--- config.mk ---
export PLATFORM = sky130hd
export DESIGN_NAME = tpu_out_writer
export DESIGN_NICKNAME = d
export VERILOG_FILES = /design/src/rtl/tpu_out_writer.sv
export SDC_FILE = /design/constraint.sdc
export NUM_CORES = 1
export LEC_CHECK = 0
export CORE_MARGIN = 3
export CORE_UTILIZATION = 36
export DETAILED_ROUTE_END_ITERATION = 16
export DONT_BUFFER_PORTS = 1
export PLACE_DENSITY_LB_ADDON = 0.08
export SLEW_MARGIN = 10
export SYNTH_ARGS = -nofsm -noshare
export SYNTH_HDL_FRONTEND = slang
export SYNTH_SLANG_ARGS = --single-unit
--- constraint.sdc ---
create_clock -name clk -period 25.8 [get_ports clk]
set_input_delay 5.16 -clock clk [delete_from_list [all_inputs] [get_ports clk]]
set_output_delay 5.16 -clock clk [all_outputs]
set_load 0.01 [all_outputs]
--- src/rtl/tpu_out_writer.sv ---
// Write-back stage for TPU results: buffers result words in a small FIFO and
// streams them to the output SRAM at sequential addresses with stall support.
//
// state | meaning
// IDLE  | waiting for start; any incoming word is dropped
// RUN   | accepting result words until total have been received
// DRAIN | all words received; emptying FIFO and output register
// DONE  | one-cycle completion pulse
module tpu_out_writer #(
  parameter int ADDR_W     = 10,
  parameter int FIFO_DEPTH = 4
) (
  input  logic              clk,
  input  logic              rst_n,
  input  logic              start,
  input  logic [4:0]        m,
  input  logic [4:0]        n,
  input  logic [4:0]        k,
  input  logic [ADDR_W-1:0] base_addr,
  input  logic              out_valid,
  input  logic [255:0]      gbuff_out,
  output logic              sram_wen,
  output logic [ADDR_W-1:0] sram_addr,
  output logic [255:0]      sram_wdata,
  input  logic              sram_ready,
  output logic              busy,
  output logic              done,
  output logic              err
);

  localparam int PW = $clog2(FIFO_DEPTH);
  localparam logic [PW:0] FULL_CNT = (PW+1)'(FIFO_DEPTH);

  typedef enum logic [1:0] {IDLE, RUN, DRAIN, DONE} state_t;

  state_t            state;
  logic [6:0]        total_q;
  logic [6:0]        rx_cnt;
  logic [6:0]        wr_cnt;
  logic [ADDR_W-1:0] base_q;
  logic [ADDR_W-1:0] ld_idx;
  logic [4:0]        k_unused_q;

  logic [255:0]      mem [FIFO_DEPTH];
  logic [PW-1:0]     wptr;
  logic [PW-1:0]     rptr;
  logic [PW:0]       count;

  logic [5:0] n_round;
  logic [6:0] total_in;
  logic       start_acc;
  logic       fifo_empty;
  logic       fifo_full;
  logic       xfer;
  logic       pop;
  logic       push;
  logic       drop;

  // ceil(n/8) tiles of 8 lanes per output row
  assign n_round    = {1'b0, n} + 6'd7;
  assign total_in   = {2'b00, m} * {4'b0000, n_round[5:3]};
  assign start_acc  = (state == IDLE) && start;
  assign fifo_empty = (count == '0);
  assign fifo_full  = (count == FULL_CNT);
  assign xfer       = sram_wen && sram_ready;
  assign pop        = !fifo_empty && (!sram_wen || sram_ready);
  assign push       = out_valid && (state == RUN) && (rx_cnt < total_q) && (!fifo_full || pop);
  assign drop       = out_valid && !push;

  always_ff @(posedge clk or negedge rst_n) begin
    if (!rst_n) begin
      state      <= IDLE;
      total_q    <= '0;
      base_q     <= '0;
      k_unused_q <= '0;
      rx_cnt     <= '0;
      wr_cnt     <= '0;
      busy       <= 1'b0;
      done       <= 1'b0;
      err        <= 1'b0;
    end else begin
      if (push) rx_cnt <= rx_cnt + 7'd1;
      if (xfer) wr_cnt <= wr_cnt + 7'd1;
      case (state)
        IDLE: begin
          if (start) begin
            total_q    <= total_in;
            base_q     <= base_addr;
            k_unused_q <= k;
            rx_cnt     <= '0;
            wr_cnt     <= '0;
            err        <= 1'b0;
            if (total_in == 7'd0) begin
              state <= DONE;
              done  <= 1'b1;
            end else begin
              state <= RUN;
              busy  <= 1'b1;
            end
          end
        end
        RUN: begin
          if (push && (rx_cnt + 7'd1 == total_q)) state <= DRAIN;
        end
        DRAIN: begin
          if (fifo_empty && (wr_cnt == total_q)) begin
            state <= DONE;
            busy  <= 1'b0;
            done  <= 1'b1;
          end
        end
        DONE: begin
          state <= IDLE;
          done  <= 1'b0;
        end
        default: state <= IDLE;
      endcase
      // a drop in the start cycle still counts against the new job
      if (drop) err <= 1'b1;
    end
  end

  always_ff @(posedge clk or negedge rst_n) begin
    if (!rst_n) begin
      wptr  <= '0;
      rptr  <= '0;
      count <= '0;
    end else begin
      if (push) wptr <= wptr + PW'(1);
      if (pop)  rptr <= rptr + PW'(1);
      case ({push, pop})
        2'b10:   count <= count + (PW+1)'(1);
        2'b01:   count <= count - (PW+1)'(1);
        default: count <= count;
      endcase
    end
  end

  always_ff @(posedge clk) begin
    if (push) mem[wptr] <= gbuff_out;
  end

  always_ff @(posedge clk or negedge rst_n) begin
    if (!rst_n) begin
      sram_wen   <= 1'b0;
      sram_addr  <= '0;
      sram_wdata <= '0;
      ld_idx     <= '0;
    end else begin
      if (pop) begin
        sram_wen   <= 1'b1;
        sram_addr  <= base_q + ld_idx;
        sram_wdata <= mem[rptr];
      end else if (xfer) begin
        sram_wen <= 1'b0;
      end
      if (start_acc)  ld_idx <= '0;
      else if (pop)   ld_idx <= ld_idx + ADDR_W'(1);
    end
  end

endmodule
==> run_results.csv, run 1 <==
group,metric,value,unit
run_status,status,"complete, no violations",
setup_path,worstPathMaxFanout,54,
timing,relSlewSlack,25.4,%
global_routing,grt-ovfl-total,0,
setup_path,end_kind,"flip-flop",
timing,hold_viol,0,
setup_path,cpMostUsedCell,"buf_4",
cts,clk_path_buf_depth,3,
setup_path,critPathTopFamily,"buffers and inverters",
synthesis,synth_cell_types,49,
floorplan,coreArea,138000,sq um
pwr,switchingPower,1.79,mW
timing,fin_skew,0.0339,ns
finish,area_growth_syn_to_layout,13.8,%
setup_path,rrSetupSlack,19.65,ns
detailed_routing,num_vias,24000,
synthesis,ys_ff_latch,1344,
floorplan,boundaryPins,556,
worst_hold_path,hold_end,"base_q[0]",
detailed_routing,ant_nets,0,
cts,clock_latency,0.76,ns
worst_hold_path,worstHoldPathCells,2,
synthesis,syn_area,50200,sq um
floorplan,die_area,144000,sq um
synthesis,synth_cells,2835,
cts,hold_buffers,0,
global_routing,grt_max_degree,321,
setup_path,cp.required,26.15,ns
floorplan,num_rows,136,
timing,timing.setup.tns,0,ns
worst_hold_path,worstHoldStart,"base_q[0]",
finish,layout_common_cells,"edfxtp_1 (1024), nand2_1 (830), dfrtp_1 (318)",
timing,period_needed,9.72,ns
cts,cts_setup_buffers,0,
detailed_routing,vias_per_cell,4.91,
pwr,p_sw_share,29.6,%
floorplan,die_w,380,um
placement,dp.cells,4604,
pwr,internal-power,4.27,mW
timing,timing.fmax,0.103,GHz
worst_hold_path,hold_class,"reg2reg",
setup_path,cp_data_arrival_time,10.07,ns
detailed_routing,drt-pass1-iter-count,5,
timing,finalCritPeriodShare,37.7,%
setup_path,worstSetupPathType,"in2reg",
pwr,power_frac_clock,33.8,%
setup_path,cpPeakStageDelay,0.82,ns
cts,htreeDepth,4,
finish,final_cells,4878,
synthesis,ys_async_sr_fraction,23.8,%
finish,final_common_cell,"edfxtp_1",
timing,finalSetupViolCount,0,
synthesis,seq_area_frac_synth,77.2,%
setup_path,r2r-end,"mem[0][202]",
placement,dp_hpwl,69300,um
pwr,powerDensity,106,nW/um^2
setup_path,rr_startpoint,"total_q[1]",
global_routing,grtUsageTotal,16.8,%
detailed_routing,drt_iter0_drc,1265,
setup_path,startpoint_type,"input port",
floorplan,start_util,36.4,%
detailed_routing,drc_errors,0,
setup_path,worstPathCellList,"inv_1, a211oi_1, nand2_1, nor3_1, buf_4, and2_4, buf_4, buf_4, buf_4",
synthesis,yosysWarnings,0,
detailed_routing,routed_wirelength,121000,um
floorplan,fp.dieH,380,um
cts,cts_tree,"built",
finish,layout-drive-gt1-share,17.5,%
run,cap_violations,0,
placement,routabilityCongestion,0.737,
timing,worstMarginPinSlew,1.12,ns
timing,rsz0062_at_grt,"no",
setup_path,path_buf_inv,5,
pwr,pwr-share-comb,17.7,%
synthesis,syn_avg_cell_area,17.7,sq um
cts,cts_made_buffers,147,
cts,clk_pin_slew_worst_paths,0.06,ns
global_routing,grt_pass1_vias,25500,
synthesis,synth_edf_count,1024,
synthesis,synth_ff_type,"edfxtp_1",
cts,cts_sinks,1344,
detailed_routing,wl_per_cell,24.8,um
finish,fill_cells,12300,
finish,final_nets,3217,
global_routing,antenna_found_initial,2,
pwr,power.leakage,20.7,nW
timing,holdWs,0.487,ns
pwr,vdd_ir_drop_max,0.0607,mV
synthesis,syn-num-nets,3161,
cts,cts_root_buf,"clkbuf_16",
placement,io_buffer_count,0,
pwr,pwr-share-seq,48.5,%
global_routing,grt_first_pass_wirelength,178000,um
cts,cts_repair_resize_count,0,
setup_path,crit_slowest_cell,"buf_4",
timing,slew_viol_final,0,
setup_path,rr_worst_depth,11,
[layer usage]
layer	vias to the layer above	share of wire, %	GRT usage (%)
met1	12500	38	19.3
li1	10700	-	-
met4	0	2.7	5.23
met3	183	9.2	7.43
met2	584	50	28.0
met5	-	0	0
[cell usage after synthesis, drive strengths merged (6+ instances only)]
cell / instances / area, sq um
a21oi: 11 / 55.1
nor3: 6 / 30.0
ha: 34 / 425
mux4: 256 / 5770
nand3: 13 / 65.1
fa: 6 / 120
inv: 22 / 82.6
edfxtp: 1024 / 30700
and2: 14 / 92.6
o21ai: 22 / 110
dfrtp: 320 / 8010
nand2: 831 / 3120
xnor2: 32 / 280
and3: 6 / 42.5
nor2b: 10 / 62.6
a21o: 9 / 67.6
xor2: 24 / 210
clkbuf: 83 / 312
buf: 43 / 190
nor2: 30 / 113
[power by group through the flow]
| stage | clock network, mW | logic [mW] | registers, mW |
|---|---|---|---|
| 6_report | 2.05 | 1.07 | 2.94 |
| 5_1_grt | 2.20 | 1.21 | 2.97 |
| 4_1_cts | 2.12 | 1.10 | 2.97 |
| 3_5_place_dp | 0 | 1.09 | 3.01 |
| 3_3_place_gp | 0 | 1.08 | 3.01 |
| 2_1_floorplan | 0 | 0.891 | 2.81 |
[flip-flops by register name, indices dropped and copies added (netlist names), 2 cells and up]
| signal | cells |
|---|---|
| sram_addr | 10 |
| rptr | 2 |
| base_q | 10 |
| wr_cnt | 7 |
| total_q | 7 |
| mem | 1024 |
| wptr | 2 |
| state | 2 |
| ld_idx | 10 |
| rx_cnt | 7 |
| count | 3 |
| sram_wdata | 256 |
[worst register-to-register path: stages, from the launching register on]
cell,delay [ns]
dfrtp_1,0.43
inv_1,0.08
ha_1,0.29
nor2b_1,0.13
o31ai_1,0.21
a21oi_1,0.17
nor3_1,0.69
buf_4,0.31
and2_4,0.73
buf_4,0.84
buf_4,0.94
buf_4,0.90
[worst max path at each step]
stage                     cells past startpoint     endpoint       from
after floorplan                               6    mem[0][0]  out_valid
after global placement                        9   mem[0][63]  out_valid
after detailed placement                      9  mem[0][202]  out_valid
after CTS                                     9  mem[0][202]  out_valid
after global routing                          9  mem[0][202]  out_valid
final                                         9  mem[0][202]  out_valid
[per-stage QoR]
step	power, mW	setup slack, ns	util [%]	instance area, sq um
after global routing	6.39	15.73	41.4	57200
final	6.06	16.08	41.4	57200
after global placement	4.09	15.17	37.9	52400
after CTS	6.18	15.98	41.4	57100
after detailed placement	4.10	15.17	37.9	52400
after floorplan	3.70	13.12	-	50200
[logic make-up after synthesis]
logic type / share of synthesized area [%]
AO/OA/AOI/OAI: 0.713
multiplexers: 11.6
adder cells (fa/ha/maj): 1.09
AND/OR/NAND/NOR: 7.29
XOR/XNOR: 0.977
buffers and inverters: 1.16
flip-flops: 77.2
[cell type report]
cell class	instances	area, sq um	area share (%)
Antenna cell	1	2.50	0.00438
Clock buffer	221	4270	7.47
Clock inverter	51	502	0.878
Inverter	22	82.6	0.144
Multi-Input combinational cell	1343	10900	19.1
Sequential cell	1344	38800	67.8
Tap cell	1863	2330	4.08
Timing Repair Buffer	33	305	0.534
(Power assumes the default switching activity.)
==> run 2: changes to the inputs <==
Clock period 25.8 ns to 8.75 ns, I/O delays scaled along.
==> run 2 against run 1 <==
  * Core utilization increased by 0.34 points
  * Cell count increased by 0.12%
  * Critical path depth increased by 5
  * Sequential power increased to 3.0 times the previous value
  * Sequential share of layout area decreased by 0.56 points
  * First-iteration DRC count decreased by 2.4%
  * Via count increased by 0.54%
  * Global-route usage about the same
  * Critical path type unchanged
==> run_results.csv, run 2 (same netlist as run 1, synthesis figures left out) <==
group,metric,value,unit
floorplan,start_util,36.4,%
global_routing,grt_first_pass_wirelength,179000,um
timing,hold_viol,0,
detailed_routing,drt_iter0_drc,1235,
setup_path,startpoint_type,"input port",
run_status,status,"complete, no violations",
timing,slew_viol_final,0,
timing,relSlewSlack,11.8,%
setup_path,end_kind,"flip-flop",
setup_path,r2r-end,"mem[0][75]",
finish,final_nets,3214,
cts,clk_path_buf_depth,3,
cts,cts_tree,"built",
timing,period_needed,4.89,ns
placement,routabilityCongestion,0.776,
cts,hold_buffers,0,
worst_hold_path,hold_end,"base_q[0]",
global_routing,grtUsageTotal,16.8,%
finish,regMostFlops,"mem",
cts,cts_sinks,1344,
timing,timing.setup.tns,0,ns
floorplan,die_area,144000,sq um
finish,layout_top_registers,"mem (1024), sram_wdata (256)",
finish,layout-drive-gt1-share,17.6,%
finish,final_core_util,41.8,%
detailed_routing,drt-pass1-iter-count,5,
placement,dp_hpwl,68100,um
floorplan,fp.dieH,380,um
floorplan,coreArea,138000,sq um
cts,cts_repair_resize_count,0,
pwr,power.leakage,20.9,nW
global_routing,grt_max_degree,321,
setup_path,cp_data_arrival_time,5.56,ns
setup_path,rr_worst_depth,9,
cts,htreeDepth,4,
pwr,pwr-share-seq,47.5,%
cts,cts_setup_buffers,0,
worst_hold_path,worstHoldPathCells,2,
cts,cts_root_buf,"clkbuf_16",
finish,layout_common_cells,"edfxtp_1 (1024), nand2_1 (830), dfrtp_1 (318)",
setup_path,worstSetupPathType,"in2reg",
global_routing,antenna_found_initial,3,
cts,clk_pin_slew_worst_paths,0.06,ns
pwr,vdd_ir_drop_max,0.250,mV
global_routing,grt-ovfl-total,0,
detailed_routing,vias_per_cell,4.93,
pwr,pwr-share-comb,17.2,%
cts,cts_made_buffers,152,
timing,rsz0062_at_grt,"no",
floorplan,num_rows,136,
worst_hold_path,worstHoldStart,"base_q[0]",
detailed_routing,wl_per_cell,24.7,um
cts,clock_latency,0.75,ns
timing,finalSetupViolCount,0,
global_routing,grt_pass1_vias,25800,
pwr,power_frac_clock,35.3,%
detailed_routing,ant_nets,0,
timing,worstMarginPinSlew,1.32,ns
detailed_routing,num_vias,24100,
pwr,switchingPower,5.34,mW
setup_path,cp.required,9.42,ns
floorplan,boundaryPins,556,
setup_path,rr_startpoint,"total_q[1]",
pwr,powerDensity,318,nW/um^2
finish,final_common_cell,"edfxtp_1",
timing,holdWs,0.488,ns
pwr,p_sw_share,29.2,%
finish,largest_reg_flops,1024,
detailed_routing,drc_errors,0,
worst_hold_path,hold_class,"reg2reg",
floorplan,die_w,380,um
detailed_routing,routed_wirelength,121000,um
pwr,internal-power,13.0,mW
timing,timing.fmax,0.204,GHz
setup_path,worstPathMaxFanout,5,
finish,fill_cells,12200,
timing,fin_skew,0.0297,ns
setup_path,rrSetupSlack,4.79,ns
placement,io_buffer_count,0,
finish,area_growth_syn_to_layout,14.7,%
run,cap_violations,0,
timing,finalCritPeriodShare,55.9,%
pwr,power,18.3,mW
[run 2: changes by cell type in the layout (fill, tap and decap cells not counted), sizes merged]
cell,delta
buf,-8
bufinv,+9
clkinvlp,-1
inv,-2
clkinv,+8
[run 2: power groups by stage]
stage	logic, mW	registers, mW	clock network (mW)
6_report	3.15	8.70	6.46
4_1_cts	3.27	8.75	6.66
2_1_floorplan	2.63	8.28	0
3_5_place_dp	3.25	8.87	0
5_1_grt	3.56	8.80	6.92
3_3_place_gp	3.21	8.87	0
[run 2: worst max-delay path by stage]
stage,start,endpoint
2_1_floorplan,out_valid,mem[0][0]
3_3_place_gp,n[2],done
3_5_place_dp,n[2],done
5_1_grt,n[2],done
4_1_cts,n[2],done
6_report,n[2],done
[run 2: per-stage QoR]
step / setup slack (ns) / cells / area [sq um]
CTS: 3.92 / 4883 / 57600
floorplan: 2.33 / 2835 / 50200
detailed placement: 3.12 / 4597 / 52400
finish: 3.86 / 4884 / 57600
global route: 3.65 / 4883 / 57600
global placement: 3.12 / 4597 / 52400
[run 2: final cells by class]
| class | instances | area [sq um] | area share [%] |
|---|---|---|---|
| diodes | 1 | 2.50 | 0.00434 |
| clock buffers | 221 | 4380 | 7.59 |
| clock inverters | 65 | 833 | 1.45 |
| inverters | 22 | 82.6 | 0.143 |
| multi-input cells | 1343 | 10900 | 18.9 |
| flip-flops and latches | 1344 | 38800 | 67.3 |
| well taps | 1863 | 2330 | 4.04 |
| repair buffers | 25 | 338 | 0.586 |
[run 2: metal layers]
layer  GRT usage [%]  vias to the layer above  routed length, um
met5               0                        -                 31
met1            19.1                    12700              45100
met3            7.02                      183              10600
met4            5.62                        4               3520
met2            28.5                      591              61400
li1                -                    10600                  -
[run 2: worst max-delay path, stage by stage]
cell and delay, ns:
or3_4 0.40, nand2_1 0.10, xor2_1 0.34, nor2b_1 0.12, fa_1 0.48, ha_1 0.23, fa_1 0.47, a21o_1 0.21
a21oi_1 0.17, xnor2_1 0.16, xnor2_1 0.14, or4_4 0.53, a211oi_2 0.26, mux2i_1 0.20
==> run 3: changes to the inputs <==
Clock period 8.75 ns to 4.6 ns, I/O delays scaled along.
==> run 3 against run 2 <==
  * The flow now finishes with violations (hold timing)
  * Sequential power grew 90%
  * Cell count rose by 0.70%
  * Global-route usage is 0.26 points higher
  * Hold slack got worse by 0.61 ns
  * Largest cell class unchanged
  * Sequential share of layout area fell by 0.089 points
  * Wire length up 0.50%
  * First-iteration DRC count is 3.4% higher
  * Critical path type unchanged
  * Register-to-register slack worse by 3.4 ns
==> run_results.csv, run 3 (same netlist as run 1, synthesis figures left out) <==
group,metric,value,unit
run_status,violations,"hold timing",
detailed_routing,drt_iter0_drc,1277,
timing,worstMarginPinSlew,1.03,ns
pwr,powerDensity,590,nW/um^2
detailed_routing,drc_errors,0,
floorplan,coreArea,138000,sq um
setup_path,worstPathMaxFanout,3,
pwr,power,34.0,mW
cts,cts_root_buf,"clkbuf_16",
global_routing,antenna_found_initial,3,
setup_path,startpoint_type,"input port",
finish,regMostFlops,"mem",
setup_path,worstSetupPathType,"in2reg",
cts,cts_setup_buffers,0,
placement,io_buffer_count,0,
finish,largest_reg_flops,1024,
finish,layout_common_cells,"edfxtp_1 (1024), nand2_1 (830), dfrtp_1 (318)",
timing,rsz0062_at_grt,"no",
global_routing,grt_first_pass_wirelength,182000,um
placement,dp_hpwl,73400,um
timing,timing.fmax,0.263,GHz
timing,relSlewSlack,31.1,%
floorplan,boundaryPins,556,
setup_path,end_kind,"flip-flop",
detailed_routing,ant_nets,0,
floorplan,num_rows,136,
finish,layout_top_registers,"mem (1024), sram_wdata (256)",
detailed_routing,vias_per_cell,4.93,
floorplan,fp.dieH,380,um
pwr,vdd_ir_drop_max,0.322,mV
pwr,power.leakage,20.9,nW
timing,holdWs,-0.125,ns
global_routing,grt-ovfl-total,0,
timing,fin_skew,0.0256,ns
floorplan,start_util,36.4,%
detailed_routing,wl_per_cell,24.7,um
timing,finalCritPeriodShare,82.8,%
floorplan,die_area,144000,sq um
run_status,status,"finished with violations",
detailed_routing,num_vias,24300,
detailed_routing,drt-pass1-iter-count,5,
finish,final_nets,3251,
timing,period_needed,3.81,ns
global_routing,grt_pass1_vias,26300,
timing,slew_viol_final,0,
worst_hold_path,hold_class,"in2async",
floorplan,die_w,380,um
placement,routabilityCongestion,0.792,
global_routing,grt_max_degree,321,
cts,cts_sinks,1344,
cts,cts_repair_resize_count,0,
setup_path,cp_data_arrival_time,4.48,ns
cts,cts_tree,"built",
finish,final_common_cell,"edfxtp_1",
finish,area_growth_syn_to_layout,14.9,%
timing,finalSetupViolCount,0,
run,cap_violations,0,
cts,clock_latency,0.76,ns
timing,hold_viol,180,
cts,clk_pin_slew_worst_paths,0.06,ns
cts,cts_made_buffers,149,
setup_path,cp.required,5.27,ns
detailed_routing,routed_wirelength,121000,um
cts,htreeDepth,4,
finish,layout-drive-gt1-share,17.9,%
global_routing,grtUsageTotal,17.0,%
timing,timing.setup.tns,0,ns
finish,post-route-cell-area,57700,sq um
cts,clk_path_buf_depth,3,
placement,placed_area,52900,sq um
==> run 3: through the flow <==
stage | util (%) | instances | setup WS [ns] | hold slack [ns]
after global routing | 41.8 | 4916 | 0.639 | -0.197
after CTS | 41.8 | 4916 | 0.872 | -0.201
after detailed placement | 38.4 | 4637 | 0.0662 | 0.484
after global placement | 38.4 | 4637 | 0.0193 | 0.484
final | 41.8 | 4918 | 0.793 | -0.125
after floorplan | - | 2835 | -0.988 | 0.452
==> run 3: layout make-up <==
cell class	instances	area, sq um
fillers	12300	80300
flip-flops and latches	1344	38800
multi-input cells	1343	10900
clock buffers	213	4110
well taps	1863	2330
repair buffers	65	851
clock inverters	66	659
inverters	22	82.6
diodes	2	5.00
==> run 3: final timing paths <==
path                                 from              end  slack [ns]  depth (start not counted)
setup / recovery                     n[2]         state[1]        0.79                         15
hold / removal                      rst_n  sram_wdata[207]       -0.12                          0
setup reg to reg               total_q[1]      mem[0][214]        1.43                          9
hold reg to reg                 base_q[0]        base_q[0]        0.49                          2
max in group asynchronous           rst_n  sram_wdata[144]        3.99                          0
min in group clk           gbuff_out[182]      mem[2][182]        0.25                          0
==> run 3: worst max-delay path, cell delays in order <==
cell	delay (ns)
or3_4	0.39
nand2_1	0.09
xor2_1	0.21
nor2b_1	0.10
fa_1	0.47
ha_1	0.24
fa_1	0.46
a21o_1	0.20
a21oi_1	0.16
xnor2_1	0.16
xnor2_1	0.13
or4_4	0.50
buf_4	0.16
o21a_1	0.17
mux2i_1	0.12
==> run 3: per-layer routing <==
layer / part of all wire [%] / track usage (%) / vias to the layer above
met5: 0 / 0 / -
met4: 3.5 / 6.40 / 0
met3: 8.5 / 6.65 / 207
met2: 49 / 28.2 / 616
met1: 39 / 20.1 / 12700
li1: - / - / 10700
==> run 3: where the power goes <==
group,switching [mW],internal [mW],total (mW),leakage [nW]
clock,4.79,6.68,11.5,2.32
combinational,3.22,2.89,6.11,5.50
sequential,2.13,14.3,16.5,13.1
